[src/rtl/alu_pkg.sv]
// Shared constants for the nibble-serial ALU add/sub path: FSM encoding,
// slice width and operation codes.
package alu_pkg;

   localparam int NIBBLE_W = 4;

   localparam logic [1:0] ST_IDLE = 2'd0;
   localparam logic [1:0] ST_RUN  = 2'd1;
   localparam logic [1:0] ST_DONE = 2'd2;

   localparam logic OP_ADD = 1'b0;
   localparam logic OP_SUB = 1'b1;

endpackage

[src/rtl/full_adder.sv]
// One-bit full adder, the building block of the nibble add/sub stage.
module full_adder (
   input  logic a,
   input  logic b,
   input  logic ci,
   output logic s,
   output logic co
);

   assign s  = a ^ b ^ ci;
   assign co = (a & b) | (ci & (a ^ b));

endmodule

[src/rtl/nibble_addsub_stage.sv]
// Combinational 4-bit ripple add/sub slice. The carry-in is kept separate
// from sub so the controller can chain the carry across clock cycles.
module nibble_addsub_stage
   import alu_pkg::*;
(
   input  logic [NIBBLE_W-1:0] a,
   input  logic [NIBBLE_W-1:0] b,
   input  logic                sub,
   input  logic                cin,
   output logic [NIBBLE_W-1:0] s,
   output logic                c3,
   output logic                c4
);

   logic [NIBBLE_W:0]   c;
   logic [NIBBLE_W-1:0] b_eff;

   assign c[0]  = cin;
   assign b_eff = b ^ {NIBBLE_W{sub}};

   for (genvar i = 0; i < NIBBLE_W; i++) begin : g_fa
      full_adder u_fa (
         .a  (a[i]),
         .b  (b_eff[i]),
         .ci (c[i]),
         .s  (s[i]),
         .co (c[i+1])
      );
   end

   // c3 is the carry into the sign bit; with c4 it yields signed overflow.
   assign c3 = c[NIBBLE_W-1];
   assign c4 = c[NIBBLE_W];

endmodule

[src/rtl/nibble_serial_addsub_seq.sv]
// Multi-cycle two's-complement add/sub: one shared 4-bit slice is sequenced
// LSB nibble first, with the carry held in a register between cycles.
module nibble_serial_addsub_seq
   import alu_pkg::*;
#(
   parameter int NIBBLES = 4
) (
   input  logic                         Clock,
   input  logic                         Reset,
   input  logic                         Start,
   input  logic                         AddSub,
   input  logic [NIBBLE_W*NIBBLES-1:0]  A,
   input  logic [NIBBLE_W*NIBBLES-1:0]  B,
   output logic                         Busy,
   output logic                         Done,
   output logic [NIBBLE_W*NIBBLES-1:0]  Result,
   output logic                         Cout,
   output logic                         OVR,
   output logic                         Zero
);

   localparam int W     = NIBBLE_W * NIBBLES;
   localparam int IDX_W = $clog2(NIBBLES);
   localparam logic [IDX_W-1:0] LAST_IDX = IDX_W'(NIBBLES - 1);

   logic [1:0]          state;
   logic [IDX_W-1:0]    idx;
   logic [W-1:0]        a_q;
   logic [W-1:0]        b_q;
   logic                sub_q;
   logic                carry_q;

   logic [NIBBLE_W-1:0] stage_s;
   logic                stage_c3;
   logic                stage_c4;
   logic [W-1:0]        result_next;

   nibble_addsub_stage u_stage (
      .a   (a_q[int'(idx)*NIBBLE_W +: NIBBLE_W]),
      .b   (b_q[int'(idx)*NIBBLE_W +: NIBBLE_W]),
      .sub (sub_q),
      .cin (carry_q),
      .s   (stage_s),
      .c3  (stage_c3),
      .c4  (stage_c4)
   );

   // NOTE: every always_comb output gets a default first so no latch is inferred.
   always_comb begin
      result_next = Result;
      result_next[int'(idx)*NIBBLE_W +: NIBBLE_W] = stage_s;
   end

   assign Busy = (state != ST_IDLE);
   assign Done = (state == ST_DONE);

   // NOTE: sequential state uses non-blocking assignments only.
   always_ff @(posedge Clock) begin
      if (Reset) begin
         state   <= ST_IDLE;
         idx     <= '0;
         a_q     <= '0;
         b_q     <= '0;
         sub_q   <= OP_ADD;
         carry_q <= 1'b0;
         Result  <= '0;
         Cout    <= 1'b0;
         OVR     <= 1'b0;
         Zero    <= 1'b0;
      end else begin
         case (state)
            ST_IDLE: begin
               if (Start) begin
                  a_q     <= A;
                  b_q     <= B;
                  sub_q   <= AddSub;
                  carry_q <= AddSub;
                  idx     <= '0;
                  Cout    <= 1'b0;
                  OVR     <= 1'b0;
                  Zero    <= 1'b0;
                  state   <= ST_RUN;
               end
            end
            ST_RUN: begin
               Result  <= result_next;
               carry_q <= stage_c4;
               if (idx == LAST_IDX) begin
                  // Zero is taken from the completed word so it is valid with Done.
                  Cout  <= stage_c4;
                  OVR   <= stage_c3 ^ stage_c4;
                  Zero  <= (result_next == '0);
                  state <= ST_DONE;
               end else begin
                  idx <= idx + IDX_W'(1);
               end
            end
            ST_DONE: state <= ST_IDLE;
            default: state <= ST_IDLE;
         endcase
      end
   end

endmodule
[config.mk]
export PLATFORM = sky130hd
export DESIGN_NAME = nibble_serial_addsub_seq
export DESIGN_NICKNAME = d
export VERILOG_FILES = /design/src/rtl/alu_pkg.sv /design/src/rtl/full_adder.sv /design/src/rtl/nibble_addsub_stage.sv /design/src/rtl/nibble_serial_addsub_seq.sv
export SDC_FILE = /design/constraint.sdc
export NUM_CORES = 1
export LEC_CHECK = 0
export ABC_CLOCK_PERIOD_IN_PS = 8900
export CAP_MARGIN = 5
export CORE_MARGIN = 1
export CORE_UTILIZATION = 25
export DETAILED_ROUTE_END_ITERATION = 12
export PLACE_DENSITY_LB_ADDON = 0.3
export SKIP_LAST_GASP = 1
export SYNTH_ARGS = -nofsm -noshare
export SYNTH_HDL_FRONTEND = slang
export SYNTH_SLANG_ARGS = --single-unit
[constraint.sdc]
create_clock -name Clock -period 8.9 [get_ports Clock]
set_input_delay 1.78 -clock Clock [delete_from_list [all_inputs] [get_ports Clock]]
set_output_delay 1.78 -clock Clock [all_outputs]
set_load 0.005 [all_outputs]
# ---- Yosys cells after proc, flatten, opt, wreduce, memory -nomap -nowiden
# Cells that the tools add are included.
dict set report word_totals {
  ff_bits 57
  elab_cells 69
}
dict set report op_classes {
  shifts 4
  n_eq_ne 6
  mux 16
  n_reduce_logical 9
  n_bitwise 22
  n_addsub 2
}
# op n
set op_table {}
lappend op_table {{4-bit negation with 33-bit output} 1}
lappend op_table {{4-bit by 33-bit variable shift with 16-bit output, first input constant} 1}
lappend op_table {{4-bit by 33-bit variable part select with 16-bit output} 1}
lappend op_table {{16-bit by 5-bit variable part select with 4-bit output} 2}
lappend op_table {{16-bit bitwise mux} 1}
lappend op_table {{16-bit logical NOT} 1}
lappend op_table {{1-bit XOR} 9}
lappend op_table {{1-bit bitwise AND} 8}
lappend op_table {{2-bit two-way mux} 4}
lappend op_table {{1-bit one-hot mux with 2 select lines} 4}
lappend op_table {{2-bit one-hot mux with 2 select lines} 2}
lappend op_table {{2-bit inequality test, second input constant} 3}
lappend op_table {{2-bit AND reduction} 3}
lappend op_table {{3-bit AND reduction} 2}
lappend op_table {{1-bit two-way mux} 5}
lappend op_table {{2-bit equality test, second input constant} 2}
lappend op_table {{1-bit OR} 4}
lappend op_table {{2-bit nonzero test} 2}
lappend op_table {{4-bit XOR} 1}
lappend op_table {{2-bit by 1-bit adder with 2-bit output, second input constant} 1}
lappend op_table {{2-bit by 1-bit equality test with 1-bit output, second input constant} 1}
lappend op_table {{2-bit logical NOT} 1}

# ---- Logic depth before layout (Yosys ltp)
# Gate-level depths: netlist of the first run.
dict set report depth {
  depth_word 15
  depth_mapped 12
}

# ---- Modules after synthesis
# A second synthesis of the first run with hierarchy kept.
dict set report hier_totals {
  cells_unflattened 295
  hier_area_um2 2587.5
}
# module cells_each seq_area_each_um2 area_each_um2 instances
set modules_own_cells {}
lappend modules_own_cells {nibble_serial_addsub_seq 287 1141.1 2472.4 1}
lappend modules_own_cells {full_adder 1 0.0 20.0 4}
lappend modules_own_cells {nibble_addsub_stage 4 0.0 35.0 1}

# ---- Worst setup path after synthesis of the first run
# Ideal clock, no wire load.
dict set report synth_path {
  kind {reg-to-reg}
  start {register idx[0]}
  end {register Zero}
  required_ns 8.833
  path_buffers 1
  stages_incl_launch_ff 13
  arrival_ns 3.708
  slack_ns 5.125
  cell_sequence {dfxtp_1 -> buf_4 -> mux4_2 -> xor2_1 -> fa_1 -> inv_1 -> fa_1 -> inv_1 -> fa_1 -> fa_1 -> or4b_2 -> o31a_1 -> o21ai_2}
}
dict set report synth_via {
  elab_chain_cells 15
}
# element line_no
set synth_lines {}
lappend synth_lines {{start: declaration} nibble_serial_addsub_seq.sv:27} ;# logic [IDX_W-1:0] idx;
lappend synth_lines {{start signal: assignment} nibble_serial_addsub_seq.sv:95} ;# idx <= idx + IDX_W'(1);
lappend synth_lines {{16-bit by 5-bit variable part select with 4-bit output} nibble_serial_addsub_seq.sv:40} ;# .b (b_q[int'(idx)*NIBBLE_W +: NIBBLE_W]),
lappend synth_lines {{4-bit XOR} nibble_addsub_stage.sv:19} ;# assign b_eff = b ^ {NIBBLE_W{sub}};
lappend synth_lines {{1-bit XOR} {full_adder.sv:10, full_adder.sv:11}}
lappend synth_lines {{1-bit bitwise AND} full_adder.sv:11} ;# assign co = (a & b) | (ci & (a ^ b));
lappend synth_lines {{1-bit OR} full_adder.sv:11}
lappend synth_lines {{1-bit bitwise AND} full_adder.sv:11}
lappend synth_lines {{1-bit OR} full_adder.sv:11}
lappend synth_lines {{1-bit bitwise AND} full_adder.sv:11}
lappend synth_lines {{1-bit OR} full_adder.sv:11}
lappend synth_lines {{1-bit XOR} full_adder.sv:10} ;# assign s = a ^ b ^ ci;
lappend synth_lines {{4-bit by 33-bit variable part select with 16-bit output} nibble_serial_addsub_seq.sv:51} ;# result_next[int'(idx)*NIBBLE_W +: NIBBLE_W] = stage_s;
lappend synth_lines {{16-bit bitwise mux} nibble_serial_addsub_seq.sv:51}
lappend synth_lines {{16-bit logical NOT} nibble_serial_addsub_seq.sv:92} ;# Zero <= (result_next == '0);
lappend synth_lines {{1-bit two-way mux} nibble_serial_addsub_seq.sv:88} ;# if (idx == LAST_IDX) begin
lappend synth_lines {{1-bit one-hot mux with 2 select lines} nibble_serial_addsub_seq.sv:71} ;# case (state)
lappend synth_lines {{end signal: assignment} nibble_serial_addsub_seq.sv:92}
lappend synth_lines {{end: declaration} nibble_serial_addsub_seq.sv:19} ;# output logic Zero
# Several ways; a longest one is shown, not always the timed one. The select of a mux whose other input is x is not followed.
# A chain may end at the register's enable or synchronous reset.

# ---- Final worst setup path of the first run
# Same ends and word-level chain as after synthesis.

==> reports/results.tsv, run 1 <==
metric	value	unit
CTS clock-pin slew for the worst setup and hold paths	70	ps
crit path to	Zero	
via count	2188	
CTS Hold Buffers Added	0	
share of layout cells above drive strength 1	9.97	%
beginning of the critical path	idx[0]	
sequential area share after synthesis	44.6	%
Worst-Skew Late Latency	350	ps
Levels on crit path	11	
Setup WS post-layout	4700	ps
final hold violations	0	
Reg2Reg Setup Slack	4700	ps
Total Power	642	uW
# resized after CTS	0	
Buf/Inv on CP	2	
Combinational Power Share	14.0	%
syn nets	331	
critical path arrival	4480	ps
Ant. Diodes	0	
Critical Setup Path Class	reg2reg	
met1 GRT Util	16.0	%
busiest layer in global routing	met2	
final core occ	35.1	%
I/O pin count	57	
Pins Over Slew Limit	0	
Detailed Route Iter0 Violations	94	
grt met3 use	4.14	%
core area	9820	um2
Non-Filler Instances	474	
yosys warns	0	
slowest library cell on the worst path	dfxtp_1	
Clock H-tree levels	3	
Mean Syn Cell Area	8.97	um2
f_max	238	MHz
library cells used by synthesis	34	
Die H	103	um
Static Leakage	1.24	nW
Pwr Density	186	nW/um2
antenna violations before repair	0	
crit end category	flop	
Antenna Violating Nets Remaining	0	
critical path peak fanout	16	
gr usage total	12.8	%
synth-to-layout area growth	34.7	%
Switching Share	26.7	%
starting density of the core	26.0	%
Most common cell on crit path	fa_1	
routed length per instance	13.4	um
dpl cells	458	
max cap viols	0	
cell family with most CP delay	adder cells	
Worst path max stage delay	830	ps
RR Endpoint	Zero	
Overflow after GRT	0	
# Post-CTS Setup Buffers	0	
Layout Nets	382	
setup TNS	0	ps
Reg-to-Reg Start	idx[0]	
Final Skew	11.1	ps
total net switching power	171	uW
CTS buffer count	9	
chip width	103	um
worst r2r path cells	11	
dpl hpwl	4.57	mm
internal power	471	uW
Total Routed Length	6.34	mm
Clock Tree Buf Depth	2	
Final setup viols	0	
Die ar.	10600	um2
Startpoint Class	flop	
outcome	complete, no violations	
worst hold path type	reg2reg	
worst path required time	9180	ps
actual slew at the worst max-slew pin	1080	ps
Hold Crit Start	a_q[6]	
DR pass1 iterations	4	
Yosys reg bits	57	
RePlAce Congestion	0.794	
Post-Synthesis Cells	285	
sequential power share	43.2	%
unrepaired setup endpoints after global routing	no	
post-synthesis cell area	2560	um2
via count of the first global-routing pass	2038	
TritonCTS clock tree	done	
final worst path period share	47.2	%
WHS	455	ps
first-pass GRT wire length	10.1	mm
CTS Sinks	57	
# DRC	0	
routing usage on met2	20.5	%
Setup WS pre-CTS	4700	ps
Via density	4.62	
largest net degree at the start of global routing	58	
Final Instance Area	3440	um2
crit path cell chain	mux4_2 -> xor2_1 -> fa_1 -> inv_1 -> fa_1 -> inv_1 -> fa_1 -> fa_1 -> or4b_2 -> o31a_1 -> o21ai_2	
post-place instance area	3220	um2
clock power share	42.8	%
min cycle time layout	4200	ps
Rel. slew slack	27.9	%
CTS root buf	clkbuf_8	
row count	36	
IO Port Bufs	56	
VDD IR max	69.4	uV
## power by group through the flow
stage / clock (mW) / combinational (mW) / sequential [mW]
3_5_place_dp: 0 / 0.0907 / 0.283
3_3_place_gp: 0 / 0.0895 / 0.283
6_report: 0.275 / 0.0899 / 0.277
4_1_cts: 0.282 / 0.0907 / 0.277
5_1_grt: 0.292 / 0.0986 / 0.279
2_1_floorplan: 0 / 0.0600 / 0.278
## cell type report
class / instances / area [um2]
Clock buffer: 9 / 124
Multi-Input combinational cell: 203 / 1320
Fill cell: 1074 / 6380
Tap cell: 133 / 166
Inverter: 8 / 30.0
Clock inverter: 7 / 104
Timing Repair Buffer: 57 / 563
Sequential cell: 57 / 1140
## cells in the final DEF (no fill, tap or decap), types with 2 or more instances in the layout
| cell type | Yosys | routed |
|---|---|---|
| xor2_1 | 4 | 4 |
| nor3_1 | 3 | 3 |
| nor2_1 | 24 | 24 |
| and2b_2 | 2 | 2 |
| a22oi_1 | 5 | 5 |
| inv_1 | 8 | 8 |
| dfxtp_1 | 57 | 57 |
| ha_1 | 6 | 6 |
| bufinv_16 | 0 | 2 |
| nor4_1 | 2 | 2 |
| a32oi_1 | 14 | 14 |
| a21oi_1 | 36 | 36 |
| o22ai_1 | 2 | 2 |
| clkinv_4 | 0 | 4 |
| clkbuf_8 | 0 | 9 |
| fa_1 | 4 | 4 |
| nand2b_1 | 2 | 2 |
| clkdlybuf4s50_1 | 0 | 55 |
| nand2_1 | 76 | 76 |
| mux4_2 | 8 | 8 |
## synthesized netlist by cell type (all sizes together)
cell type | instances | area, um2
mux4 | 8 | 180
nand3b | 1 | 7.51
nor3 | 3 | 15.0
dfxtp | 57 | 1140
o221ai | 1 | 15.0
buf | 8 | 42.5
o31a | 1 | 8.76
a22oi | 5 | 37.5
a31oi | 1 | 6.26
or2b | 1 | 7.51
o21ai | 1 | 8.76
clkbuf | 9 | 33.8
nor4b | 1 | 23.8
and4bb | 1 | 16.3
inv | 8 | 30.0
nor2 | 24 | 90.1
nand2b | 2 | 12.5
and2b | 2 | 17.5
o21bai | 1 | 7.51
a32oi | 14 | 123
nand2 | 76 | 285
or4b | 1 | 10.0
or3 | 1 | 6.26
nor2b | 1 | 6.26
ha | 6 | 75.1
nor4 | 2 | 12.5
o22ai | 2 | 12.5
xnor2 | 1 | 8.76
xor2 | 4 | 35.0
a21oi | 36 | 180
fa | 4 | 80.1
nor3b | 2 | 20.0
## registers in the layout, summed over array words and instances (netlist names)
| signal | cells |
|---|---|
| state | 2 |
| b_q | 16 |
| a_q | 16 |
| Cout | 1 |
| sub_q | 1 |
| Result | 16 |
| idx | 2 |
| Zero | 1 |
| OVR | 1 |
| carry_q | 1 |
## worst reg2reg max path, stage by stage, from the launching register on
cell	delay, ps
dfxtp_1	830
mux4_2	600
xor2_1	160
fa_1	360
inv_1	70
fa_1	170
inv_1	50
fa_1	410
fa_1	550
or4b_2	660
o31a_1	130
o21ai_2	120
## how the worst min path moves through the flow
stage | endpoint | slack (ps) | cells after the start
2_1_floorplan | a_q[10] | 430 | 2
3_3_place_gp | a_q[7] | 440 | 2
3_5_place_dp | b_q[1] | 450 | 2
4_1_cts | a_q[6] | 460 | 2
5_1_grt | a_q[7] | 470 | 2
6_report | a_q[6] | 450 | 2
## kinds of logic after synthesis
kind of cell    Yosys count  share of synthesized area (%)
compound gates           62                           15.6
xor+xnor                  5                           1.71
fa+ha+maj                10                           6.07
buf+inv                  25                           4.16
flops                    57                           44.6
mux                       8                           7.05
simple gates            118                           20.8
## metal layers
layer  routed length [um]  up-vias
met3                  389        7
met4                   64        0
met1                 2910     1033
li1                     -     1088
met5                    0        -
met2                 2970       60
Power figures use the tool's default switching activity.
==> run 2, diff against run 1 <==
--- a/config.mk
+++ b/config.mk
@@ -5,7 +5,7 @@
 export SDC_FILE = /design/constraint.sdc
 export NUM_CORES = 1
 export LEC_CHECK = 0
-export ABC_CLOCK_PERIOD_IN_PS = 8900
+export ABC_CLOCK_PERIOD_IN_PS = 3700
 export CAP_MARGIN = 5
 export CORE_MARGIN = 1
 export CORE_UTILIZATION = 25
==> constraint.sdc (replaced) <==
create_clock -name Clock -period 3.7 [get_ports Clock]
set_input_delay 0.74 -clock Clock [delete_from_list [all_inputs] [get_ports Clock]]
set_output_delay 0.74 -clock Clock [all_outputs]
set_load 0.005 [all_outputs]
==> reports/results.tsv, run 2 (synthesized netlist as in run 1, its figures left out) <==
metric	value	unit	change
CTS root buf	clkbuf_8		
crit path cell chain	mux4_2 -> xor2_1 -> fa_1 -> inv_1 -> fa_1 -> inv_1 -> fa_1 -> fa_1 -> or4b_2 -> o31a_1 -> o21ai_2		
routed length per instance	13.2	um	-1.6%
Via density	4.60		-0.33%
clock power share	38.1	%	-4.7 points
# Post-CTS Setup Buffers	0		unchanged
I/O pin count	57		unchanged
largest net degree at the start of global routing	58		unchanged
CTS Sinks	57		unchanged
internal power	1.07	mW	+130%
Switching Share	25.7	%	-0.97 points
Clock H-tree levels	3		unchanged
FF+latch area	1140	um2	+0.33%
Total Routed Length	6.26	mm	-1.2%
Multi-input gate area	1320	um2	unchanged
Overflow after GRT	0		unchanged
Final setup viols	0		unchanged
chip width	103	um	unchanged
Setup WS pre-CTS	109	ps	-4590 ps
Die ar.	10600	um2	unchanged
Combinational Power Share	16.0	%	+2.0 points
critical path peak fanout	4		-12
Pins Over Slew Limit	0		unchanged
Largest regs	Result: 16 flops, a_q: 16 flops, b_q: 16 flops		
commonest non-fill, non-tap cell in the layout	nand2_1		
worst path required time	3970	ps	-5210 ps
Static Leakage	1.25	nW	+0.44%
Startpoint Class	flop		
worst r2r path cells	11		unchanged
RePlAce Congestion	0.774		-2.6%
via count of the first global-routing pass	2155		+5.7%
Rel. slew slack	28.1	%	+0.17 points
Hold Path Cell Cnt	2		unchanged
Pwr Density	420	nW/um2	+130%
f_max	279	MHz	+17%
IO Port Bufs	56		unchanged
VDD IR max	160	uV	+130%
total net switching power	370	uW	+120%
share of layout cells above drive strength 1	10.8	%	+0.82 points
critical path arrival	3850	ps	-630 ps
actual slew at the worst max-slew pin	1080	ps	-2.62 ps
Setup WS post-layout	121	ps	-4580 ps
CTS buffer count	9		unchanged
Antenna Violating Nets Remaining	0		unchanged
Filler cells	1073		-0.093%
Layout Nets	386		+1.0%
slowest library cell on the worst path	or4b_2		
Clock Tree Buf Depth	2		unchanged
first-pass GRT wire length	10.3	mm	+2.0%
setup TNS	0	ps	unchanged
antenna violations before repair	0		unchanged
Critical Setup Path Class	reg2reg		
dpl hpwl	4.61	mm	+0.93%
via count	2190		+0.091%
# DRC	0		unchanged
row count	36		unchanged
Worst-Skew Late Latency	330	ps	-20 ps
synth-to-layout area growth	34.3	%	
Die H	103	um	unchanged
gr usage total	12.8	%	about the same
max cap viols	0		unchanged
unrepaired setup endpoints after global routing	no		
CTS clock-pin slew for the worst setup and hold paths	60	ps	about the same
final hold violations	0		unchanged
Final Skew	7.06	ps	-4.07 ps
Worst path max stage delay	640	ps	-190 ps
Detailed Route Iter0 Violations	68		-28%
TritonCTS clock tree	done		
outcome	complete, no violations		
Ant. Diodes	0		unchanged
final worst path period share	96.7	%	+50 points
most frequent cells in the layout	nand2_1 (76), dfxtp_1 (56), clkdlybuf4s50_1 (55)		
worst hold path type	reg2reg		
Most common cell on crit path	fa_1		
crit end category	flop		
min cycle time layout	3580	ps	-618 ps
DR pass1 iterations	4		unchanged
final core occ	35.0	%	-0.11 points
core area	9820	um2	unchanged
sequential power share	45.9	%	+2.7 points
starting density of the core	26.0	%	unchanged
[run 2: cell count changes in the layout (fill, tap and decap cells not counted)]
cell	change
clkbuf_8	+1
dfxtp_4	+1
clkinv_2	+3
inv_6	-1
clkinv_4	-4
bufinv_16	-1
dfxtp_1	-1
buf_4	+4
[run 2: area by class of cell]
cell class	count	share of cell area, %
multi-input combinational	203	38.3
inverter	8	0.875
clock buffer	10	4.01
timing repair buffer	61	17.3
sequential	57	33.4
clock inverter	4	1.31
tap	133	4.85
[run 2: path summary, 6_finish.rpt]
check | startpoint | to | slack [ps]
worst min-delay path | a_q[12] | a_q[12] | 460
worst max register to register | idx[0] | Zero | 120
worst min register to register | a_q[12] | a_q[12] | 460
worst max-delay path | idx[0] | Zero | 120
[run 2: metal layers]
metal,vias to the layer above,share of wire (%),GRT usage [%]
met2,73,49,21.6
met1,1015,45,15.6
met5,-,0,0
li1,1097,-,-
met4,0,0.67,3.90
met3,5,6.0,4.07
[run 2: critical path, delay by kind of cell, from the launching register on]
| kind | cells | cell delay, ps |
|---|---|---|
| AO/OA/AOI/OAI | 2 | 250 |
| XOR/XNOR | 1 | 170 |
| adder cells (fa/ha/maj) | 4 | 1420 |
| buffers and inverters | 2 | 130 |
| flip-flops | 1 | 380 |
| multiplexers | 1 | 510 |
| AND/OR/NAND/NOR | 1 | 640 |
[run 2: timing repair]
item | CTS | global route
endpoints found under the setup margin | 0 | 1
gates resized for setup | 0 | 1
endpoints found under the hold margin | 0 | 0
hold buffers | 0 | 0
[run 2: power by group through the flow]
| stage | clock, mW | combinational [mW] | sequential [mW] |
|---|---|---|---|
| after CTS | 0.567 | 0.233 | 0.661 |
| after global routing | 0.594 | 0.255 | 0.665 |
| after detailed placement | 0 | 0.232 | 0.675 |
| after floorplan | 0 | 0.145 | 0.669 |
| after global placement | 0 | 0.228 | 0.674 |
| final | 0.549 | 0.231 | 0.661 |
[run 2: per-stage QoR]
step	cell area [um2]	hold slack [ps]	total power, mW	instances
6_report	3430	456	1.44	476
5_1_grt	3430	476	1.51	476
4_1_cts	3430	458	1.46	476
3_5_place_dp	3250	449	0.907	462
3_3_place_gp	3250	443	0.902	462
2_1_floorplan	2560	433	0.813	285
